**src/rtl/proc_pkg.sv**
```systemverilog
// rtl/proc_pkg.sv - opcodes, state encoding and decode helpers for proc_sequencer
package proc_pkg;

  localparam logic [3:0] OP_LOAD = 4'b0001;
  localparam logic [3:0] OP_MOVE = 4'b0010;
  localparam logic [3:0] OP_ADD  = 4'b0011;
  localparam logic [3:0] OP_SUB  = 4'b0100;
  localparam logic [3:0] OP_XOR  = 4'b0101;
  localparam logic [3:0] OP_AND  = 4'b0110;
  localparam logic [3:0] OP_OR   = 4'b0111;
  localparam logic [3:0] OP_DIV  = 4'b1000;
  localparam logic [3:0] OP_MOD  = 4'b1001;

  typedef enum logic [2:0] {
    ST_IDLE = 3'd0,
    ST_T1   = 3'd1,
    ST_T2   = 3'd2,
    ST_T3   = 3'd3,
    ST_ILL  = 3'd4
  } state_e;

  localparam int MATH_ADD = 6;
  localparam int MATH_SUB = 5;
  localparam int MATH_XOR = 4;
  localparam int MATH_AND = 3;
  localparam int MATH_OR  = 2;
  localparam int MATH_DIV = 1;
  localparam int MATH_MOD = 0;

  // Register index 0 (R0) lives in the MSB of every one-hot register vector.
  function automatic logic [2:0] onehot_pos(input logic [2:0] idx);
    return 3'd7 - idx;
  endfunction

  function automatic logic is_legal(input logic [3:0] f);
    return (f >= OP_LOAD) && (f <= OP_MOD);
  endfunction

  function automatic logic is_alu(input logic [3:0] f);
    return (f >= OP_ADD) && (f <= OP_MOD);
  endfunction

  function automatic logic [6:0] math_onehot(input logic [3:0] f);
    logic [6:0] m;
    m = '0;
    case (f)
      OP_ADD:  m[MATH_ADD] = 1'b1;
      OP_SUB:  m[MATH_SUB] = 1'b1;
      OP_XOR:  m[MATH_XOR] = 1'b1;
      OP_AND:  m[MATH_AND] = 1'b1;
      OP_OR:   m[MATH_OR]  = 1'b1;
      OP_DIV:  m[MATH_DIV] = 1'b1;
      OP_MOD:  m[MATH_MOD] = 1'b1;
      default: m = '0;
    endcase
    return m;
  endfunction

endpackage

```
**src/rtl/reg_decode.sv**
```systemverilog
// rtl/reg_decode.sv - 3-bit register index to 8-bit one-hot enable, MSB = R0
module reg_decode
  import proc_pkg::*;
(
  input  logic [2:0] idx,
  input  logic       en,
  output logic [7:0] onehot
);

  // One bit set at the R0-first position when enabled, otherwise all zero.
  always_comb begin
    onehot = '0;
    if (en) onehot[onehot_pos(idx)] = 1'b1;
  end

endmodule

```
**src/rtl/proc_sequencer.sv**
```systemverilog
// rtl/proc_sequencer.sv - multi-cycle control sequencer for the simple processor datapath
module proc_sequencer
  import proc_pkg::*;
#(
  parameter int CNT_W = 8
) (
  input  logic             clk,
  input  logic             resetn,
  input  logic             start,
  input  logic [3:0]       func,
  input  logic [2:0]       rx,
  input  logic [2:0]       ry,
  output logic             busy,
  output logic             done,
  output logic             illegal,
  output logic [7:0]       r_in,
  output logic [7:0]       r_out,
  output logic             data_out,
  output logic             a_in,
  output logic             g_in,
  output logic             g_out,
  output logic [6:0]       math_en,
  output logic             add_sub,
  output logic [CNT_W-1:0] ops_done
);

  state_e           state_q, state_d;
  logic [3:0]       func_q, func_d;
  logic [2:0]       rx_q, rx_d, ry_q, ry_d;
  logic             busy_q, busy_d, done_q, done_d, illegal_q, illegal_d;
  logic [7:0]       r_in_q, r_in_d, r_out_q, r_out_d;
  logic             data_out_q, data_out_d, a_in_q, a_in_d;
  logic             g_in_q, g_in_d, g_out_q, g_out_d;
  logic [6:0]       math_en_q, math_en_d;
  logic             add_sub_q, add_sub_d;
  logic [CNT_W-1:0] ops_done_q, ops_done_d;
  logic             r_in_en_d, r_out_en_d;
  logic [2:0]       r_in_idx_d, r_out_idx_d;

  // Next state and instruction latch; start is only sampled while idle.
  always_comb begin
    state_d    = state_q;
    func_d     = func_q;
    rx_d       = rx_q;
    ry_d       = ry_q;
    ops_done_d = done_q ? ops_done_q + CNT_W'(1) : ops_done_q;
    case (state_q)
      ST_IDLE: begin
        if (start) begin
          func_d  = func;
          rx_d    = rx;
          ry_d    = ry;
          state_d = is_legal(func) ? ST_T1 : ST_ILL;
        end
      end
      ST_T1:   state_d = is_alu(func_q) ? ST_T2 : ST_IDLE;
      ST_T2:   state_d = ST_T3;
      ST_T3:   state_d = ST_IDLE;
      ST_ILL:  state_d = ST_IDLE;
      default: state_d = ST_IDLE;
    endcase
  end

  // Moore output decode of the upcoming state, so outputs are registered yet aligned with it.
  always_comb begin
    busy_d      = 1'b0;
    done_d      = 1'b0;
    illegal_d   = 1'b0;
    data_out_d  = 1'b0;
    a_in_d      = 1'b0;
    g_in_d      = 1'b0;
    g_out_d     = 1'b0;
    math_en_d   = '0;
    add_sub_d   = 1'b0;
    r_in_en_d   = 1'b0;
    r_in_idx_d  = rx_d;
    r_out_en_d  = 1'b0;
    r_out_idx_d = ry_d;
    case (state_d)
      ST_T1: begin
        busy_d = 1'b1;
        if (func_d == OP_LOAD) begin
          data_out_d = 1'b1;
          r_in_en_d  = 1'b1;
          done_d     = 1'b1;
        end else if (func_d == OP_MOVE) begin
          r_out_en_d = 1'b1;
          r_in_en_d  = 1'b1;
          done_d     = 1'b1;
        end else begin
          r_out_en_d  = 1'b1;
          r_out_idx_d = rx_d;
          a_in_d      = 1'b1;
        end
      end
      ST_T2: begin
        busy_d     = 1'b1;
        r_out_en_d = 1'b1;
        g_in_d     = 1'b1;
        math_en_d  = math_onehot(func_d);
        add_sub_d  = (func_d == OP_SUB);
      end
      ST_T3: begin
        busy_d    = 1'b1;
        g_out_d   = 1'b1;
        r_in_en_d = 1'b1;
        done_d    = 1'b1;
      end
      ST_ILL: begin
        busy_d    = 1'b1;
        illegal_d = 1'b1;
      end
      default: begin
        busy_d = 1'b0;
      end
    endcase
  end

  reg_decode u_r_in_dec (
    .idx    (r_in_idx_d),
    .en     (r_in_en_d),
    .onehot (r_in_d)
  );

  reg_decode u_r_out_dec (
    .idx    (r_out_idx_d),
    .en     (r_out_en_d),
    .onehot (r_out_d)
  );

  // State, latched fields, registered outputs and completion counter.
  always_ff @(posedge clk or negedge resetn) begin
    if (!resetn) begin
      state_q    <= ST_IDLE;
      func_q     <= '0;
      rx_q       <= '0;
      ry_q       <= '0;
      busy_q     <= 1'b0;
      done_q     <= 1'b0;
      illegal_q  <= 1'b0;
      r_in_q     <= '0;
      r_out_q    <= '0;
      data_out_q <= 1'b0;
      a_in_q     <= 1'b0;
      g_in_q     <= 1'b0;
      g_out_q    <= 1'b0;
      math_en_q  <= '0;
      add_sub_q  <= 1'b0;
      ops_done_q <= '0;
    end else begin
      state_q    <= state_d;
      func_q     <= func_d;
      rx_q       <= rx_d;
      ry_q       <= ry_d;
      busy_q     <= busy_d;
      done_q     <= done_d;
      illegal_q  <= illegal_d;
      r_in_q     <= r_in_d;
      r_out_q    <= r_out_d;
      data_out_q <= data_out_d;
      a_in_q     <= a_in_d;
      g_in_q     <= g_in_d;
      g_out_q    <= g_out_d;
      math_en_q  <= math_en_d;
      add_sub_q  <= add_sub_d;
      ops_done_q <= ops_done_d;
    end
  end

  assign busy     = busy_q;
  assign done     = done_q;
  assign illegal  = illegal_q;
  assign r_in     = r_in_q;
  assign r_out    = r_out_q;
  assign data_out = data_out_q;
  assign a_in     = a_in_q;
  assign g_in     = g_in_q;
  assign g_out    = g_out_q;
  assign math_en  = math_en_q;
  assign add_sub  = add_sub_q;
  assign ops_done = ops_done_q;

endmodule

```
**config.mk**
```make
export PLATFORM = sky130hd
export DESIGN_NAME = proc_sequencer
export DESIGN_NICKNAME = d
export VERILOG_FILES = /design/src/rtl/proc_pkg.sv /design/src/rtl/reg_decode.sv /design/src/rtl/proc_sequencer.sv
export SDC_FILE = /design/constraint.sdc
export NUM_CORES = 1
export LEC_CHECK = 0
export ABC_AREA = 1
export CAP_MARGIN = 20
export CORE_UTILIZATION = 27
export DETAILED_ROUTE_END_ITERATION = 8
export SKIP_CTS_REPAIR_TIMING = 1
export SYNTH_ARGS = -nofsm -noshare
export SYNTH_HDL_FRONTEND = slang
export SYNTH_SLANG_ARGS = --single-unit
```
**constraint.sdc**
```tcl
create_clock -name clk -period 1.8 [get_ports clk]
set_clock_uncertainty 0.1 [all_clocks]
set_input_delay 0.36 -clock clk [delete_from_list [all_inputs] [get_ports clk]]
set_output_delay 0.36 -clock clk [all_outputs]
set_load 0.02 [all_outputs]
```
* Word level (Yosys, flattened, before mapping)
Index checks and enable logic that the tools add are counted.
** Cells by class
- Add/subtract/negate cells :: 3
- Magnitude comparators :: 8
- Equality and inequality tests :: 15
- Muxes and demuxes :: 42
- Reduce and logical (&&, ||, !) cells :: 6
** Operators with widths (number)
- $mux 3 :: 9
- $mux 1 :: 22
- $eq 4x3->1 const B :: 4
- $mux 8 :: 2
- $eq 3x2->1 const B :: 3
- $pmux 3 s3 :: 1
- $add 8x1->8 const B :: 1
- $eq 4x2->1 const B :: 2
- $eq 4x4->1 const B :: 2
- $le 4x4->1 const B :: 2
- $lt 3x4->1 const B :: 2
- $mux 4 :: 2
- $mux 7 :: 1
- $demux 1 s3 :: 2
- $eq 3x1->1 const B :: 2
- $ge 3x1->1 const B :: 2
- $sub 3x3->3 const A :: 2
- $eq 4x1->1 const B :: 1
- $ge 4x1->1 const B :: 1
- $ge 4x2->1 const B :: 1
- $logic_and 1x1->1 :: 4
- $pmux 1 s2 :: 2
- $reduce_or 4->1 :: 1
- $eq 3x3->1 const B :: 1
- other kinds (2) :: 2
** Word-level totals
- Register bits after elaboration :: 52
- Input port bits :: 13
- Output and inout bits :: 39
- Logic and storage cells :: 90

* Depth between registers and ports, before layout
- Word-level depth :: 13
- Gate-level depth with buffers :: 13
- Mapped depth without buffers :: 12

* By module
A second synthesis with hierarchy kept.
** Second synthesis, totals
- Cell total of the unflattened synthesis :: 218
- Area, all modules :: 2125.8 sq um
** By module, submodules not included
- proc_sequencer :: instances 1, cells each 184, area each 1998.2 sq um, seq. area each 1276.2 sq um
- reg_decode :: instances 2, cells each 17, area each 63.8 sq um, seq. area each 0.0 sq um

* Worst setup path after synthesis
Ideal clock, no wire load.
- Path kind :: register -> register
- Start :: register state_q[1]
- End :: register r_in_q[0] (netlist: r_in[0])
- Setup time :: 0.072 ns
- Data arrival time :: 1.457 ns
- Data required time :: 1.628 ns
- Path slack :: 0.171 ns
- Cell stages (with the launch flop) :: 10
- Buffers on the path :: 0
- Clock period less this slack :: 1.629 ns
- Cells stage by stage :: dfrtp_1 -> nor2_4 -> nand2_2 -> nand2_4 -> nand2_4 -> nor2_8 -> nand3_4 -> o21ai_4 -> nand3_2 -> nor2_1
** On the way
- Elaborated cells on any way between the ends :: 21
- Classes of those cells :: add/sub (1); order compare (2); eq/ne (6); mux (10); reduce/logical (2)
** RTL lines
- from (decl) :: line proc_sequencer.sv:27 : state_e state_q, state_d;
- from (signal assigned) :: line proc_sequencer.sv:151 : state_q <= state_d;
- $logic_not 3->1 (*) :: line proc_sequencer.sv:47 : case (state_q)
- $mux 4 (*) :: line proc_sequencer.sv:47
- named net func_d[2] :: line proc_sequencer.sv:28 : logic [3:0] func_q, func_d;
- $eq 4x2->1 :: line proc_sequencer.sv:86 : end else if (func_d == OP_MOVE) begin
- $mux 1
- $mux 1 (*)
- $pmux 1 s2 (*)
- named net done_d :: line proc_sequencer.sv:30 : logic busy_q, busy_d, done_q, done_d, illegal_q, illegal_d;
- $mux 8 (*) :: line reg_decode.sv:13 : if (en) onehot[onehot_pos(idx)] = 1'b1;
- named net r_in_d[0] :: line proc_sequencer.sv:31 : logic [7:0] r_in_q, r_in_d, r_out_q, r_out_d;
- to (signal assigned) :: line proc_sequencer.sv:158 : r_in_q <= r_in_d;
- to (decl) :: line proc_sequencer.sv:31
The timed path passes the listed nets; every way through them passes the cells marked *.
A chain may end at the register's enable or synchronous reset.

* Worst setup path in the final report
- Start :: register state_q[2]
- End :: register r_in_q[3] (netlist: r_in[3])
** On the way
- Elaborated cells on any way between the ends :: 21
- Classes of those cells :: add/sub (1); order compare (2); eq/ne (6); mux (10); reduce/logical (2)
** RTL lines (line)
- $logic_not 3->1 :: proc_sequencer.sv:47
- $mux 4 :: proc_sequencer.sv:47
- $eq 4x2->1 :: proc_sequencer.sv:86
- $mux 1 (2 in series)
- $pmux 1 s2 (*)
- named net done_d :: proc_sequencer.sv:30
- $mux 8 (*) :: reg_decode.sv:13
- named net r_in_d[3] :: proc_sequencer.sv:31
Marked as above.

==> flow_metrics.py <==
metrics = {
    "status": {
        "status": "complete, but fails checks",
        "violations": "negative setup slack",
    },
    "grt": {
        "use_met2_pct": 18.1,
        "grt_util_met3_pct": 3.45,
        "antenna_found_initial": 0,
        "busiest_layer": "met2",
        "grt_pass1_vias": 1644,
        "overflow": 0,
        "grt_use_met1_pct": 15.6,
        "track_usage_pct": 11.6,
        "grt_max_degree": 32,
        "grt_pass1_wl_um": 7650,
    },
    "pwr": {
        "seq_power_share_pct": 30.5,
        "internal_power_mw": 3.23,
        "combPwrFrac_pct": 55.6,
        "power.switching_mw": 2.19,
        "ir_worst_vdd_v": 0.000628,
        "power_density_nw_per_um2": 1610,
        "power.leakage_nw": 1.72,
        "switching_share_pct": 40.3,
        "pwr-share-clk_pct": 13.9,
    },
    "floorplan": {
        "die_h_um": 92.5,
        "rows": 32,
        "die_w_um": 92.5,
        "die_area_um2": 8550,
        "ioPinCount": 52,
        "initial_core_util_pct": 28.3,
        "core_um2": 7810,
    },
    "setup_path": {
        "rr_startpoint": "state_q[2]$_DFF_PN0_",
        "crit_chain": "nor2_4 -> nand3_4 -> buf_12 -> clkinv_4 -> nand2_4 -> buf_4 -> o21ai_4 -> nand3_2 -> nor2_1",
        "worstSetupStartpointType": "register",
        "worstSetupPathType": "reg2reg",
        "critPathMaxFanout": 6,
        "crit_path_max_incr_delay_ps": 420,
        "cp_data_arrival_time_ps": 1990,
        "end_kind": "register",
        "crit_slowest_cell": "dfrtp_1",
        "critPathBufInv": 3,
        "crit_start": "state_q[2]$_DFF_PN0_",
        "crit_required_ps": 1930,
        "critical_path.top_delay_family": "simple AND/OR/NAND/NOR gates",
    },
    "detailed_routing": {
        "vias_per_cell": 4.17,
        "avgRoutedWirePerCell_um": 11.8,
        "vias": 1750,
        "drt_iter0_markers": 106,
        "finalWirelength_um": 4970,
        "drtAntennaViolNets": 0,
        "drc_errors": 0,
        "dr.pass1.iters": 4,
    },
    "timing": {
        "grt_setup_unrepaired": "true",
        "fmax_ghz": 0.537,
        "hold_viol_final": 0,
        "timing.setup.tns_ps": -633,
        "max_slew_margin_pct": 67.1,
        "slew_violations": 0,
        "fin_crit_ps": 1860,
        "finalCritPeriodShare_pct": 103,
        "worst_hold_slack_ps": 372,
        "finalSetupViolCount": 17,
        "setup_ws_ps": -62.8,
        "worst_pin_slew_ps": 494,
    },
    "worst_hold_path": {
        "hold_path_class": "reg2reg",
        "min_from": "ops_done[7]$_DFFE_PN0P_",
    },
    "clock_tree": {
        "cts_buffer_depth": 2,
        "clock_sinks": 51,
        "cts_tree": "yes",
        "root_buffer": "clkbuf_8",
        "clock_latency_ps": 300,
        "cts_buffers": 5,
        "clkTransAtPathRegs_ps": 90,
        "cts_htree_levels": 2,
    },
    "place": {
        "gp_congestion": 0.857,
        "dp_hpwl_um": 3590,
        "portBuffers": 51,
    },
    "synthesis": {
        "yosysSeqAreaShare_pct": 57.8,
        "yosysTopAreaCell": "dfrtp_1",
        "yosysTopAreaCellShare_pct": 57.8,
        "synth_area_leaders": "dfrtp_1, nand2_1, nor2_1",
        "yosys_warnings": 0,
        "synth_seq_cells": 51,
        "netlist_area_um2": 2210,
        "synth_cells": 221,
        "avgSynthCellArea_um2": 10.0,
        "syn_nets": 235,
        "synth.distinct_cells": 29,
    },
    "cells_and_area": {
        "drive_gt1_share_pct": 31.1,
        "fillers": 762,
        "diodes": 0,
        "areaGrowthSynthToFinish_pct": 52.6,
        "nNetsFinal": 332,
    },
    "flow_run": {
        "drv_cap": 0,
    },
}
layer usage:
metal | vias to the layer above | wire length (um)
met5 | - | 0
met4 | 0 | 23
li1 | 891 | -
met2 | 43 | 2430
met1 | 814 | 2280
met3 | 2 | 244
registers in the layout (all words and copies together) (netlist names):
signal,cells
a_in,1
ops_done,8
data_out,1
done,1
illegal,1
rx_q,3
state_q,3
r_out,8
func_q,4
ry_q,3
g_out,1
math_en,7
busy,1
g_in,1
r_in,8
area by class of cell:
type	instances	area (um2)	share of cell area, %
multi-input cells	143	886	26.3
well taps	102	128	3.78
repair buffers	92	876	26.0
clock buffers	6	72.6	2.15
flip-flops and latches	51	1280	37.8
inverters	25	104	3.08
clock inverters	1	30.0	0.891
worst paths after layout:
kind / endpoint / slack, ps / cells after the start
worst min-delay path: ops_done[7]$_DFFE_PN0P_ / 370 / 1
worst max-delay path: r_in[3]$_DFF_PN0_ / -60 / 9
min in group asynchronous: rx_q[1]$_DFF_PN0_ / 460 / 2
worst min register to register: ops_done[7]$_DFFE_PN0P_ / 370 / 1
worst max register to register: r_in[3]$_DFF_PN0_ / -60 / 9
max in group asynchronous: math_en[3]$_DFF_PN0_ / 600 / 3
cell families (layout without fill, tap and decap cells):
logic type,Yosys count,in the layout,synth area share (%)
AOI/OAI and AO/OA,10,10,3.62
adders and majority gates,1,1,0.566
DFF,51,51,57.8
xor gates and xnor gates,6,6,2.38
and+or+nand+nor,126,126,30.5
buffers and inverters,27,124,5.15
worst reg2reg max path, cell delays in order, from the launching register on:
cell,delay [ps]
dfrtp_1,420
nor2_4,210
nand3_4,160
buf_12,180
clkinv_4,60
nand2_4,60
buf_4,160
o21ai_4,220
nand3_2,120
nor2_1,110
power by group through the flow:
stage          sequential, mW  clock (mW)  combinational (mW)
2_1_floorplan            1.86           0                1.28
3_3_place_gp             1.67           0                2.62
3_5_place_dp             1.67           0                2.64
4_1_cts                  1.66       0.780                2.66
5_1_grt                  1.69       0.825                3.29
6_report                 1.65       0.752                3.02
cell usage in the layout (no fill, tap or decap), types with 2 or more instances in the layout:
| cell | netlist | layout |
|---|---|---|
| inv_2 | 6 | 5 |
| xnor2_1 | 4 | 4 |
| nor2_1 | 30 | 28 |
| dlymetal6s2s_1 | 0 | 9 |
| inv_1 | 18 | 18 |
| nand4_1 | 8 | 8 |
| or2_1 | 3 | 3 |
| o21ai_0 | 4 | 2 |
| o21ai_1 | 1 | 2 |
| nor2_2 | 1 | 3 |
| dfrtp_1 | 51 | 51 |
| or2_0 | 3 | 2 |
| nand2_4 | 7 | 9 |
| clkdlybuf4s50_1 | 0 | 41 |
| xor2_1 | 2 | 2 |
| nand3_4 | 2 | 2 |
| nor3_1 | 4 | 3 |
| buf_12 | 0 | 3 |
| nand3_2 | 4 | 6 |
| buf_4 | 2 | 37 |
| nand2_1 | 46 | 34 |
| clkbuf_8 | 0 | 5 |
| o21ai_2 | 2 | 3 |
| nand2_2 | 6 | 16 |
| o21ai_4 | 2 | 2 |
| nand3_1 | 8 | 6 |
per-stage QoR:
step | utilization (%) | instances | total power [mW] | area (um2) | worst slack (ps)
after floorplan | - | 221 | 3.15 | 2210 | 171
final | 43.2 | 420 | 5.42 | 3370 | -62.8
after CTS | 40.7 | 409 | 5.09 | 3180 | -215
after global routing | 43.2 | 420 | 5.80 | 3370 | -185
after detailed placement | 39.4 | 402 | 4.31 | 3080 | -523
after global placement | 39.4 | 402 | 4.29 | 3080 | -473
synthesized netlist by cell type, drive strengths merged:
| master | count |
|---|---|
| nand2 | 59 |
| dfrtp | 51 |
| nor2 | 33 |
| inv | 24 |
| nand3 | 14 |
| o21ai | 9 |
| nand4 | 8 |
| or2 | 6 |
| nor3 | 4 |
| xnor2 | 4 |
| buf | 2 |
| xor2 | 2 |
| a21oi | 1 |
| and2 | 1 |
| clkinv | 1 |
| ha | 1 |
| or3 | 1 |
(Power assumes the default switching activity.)
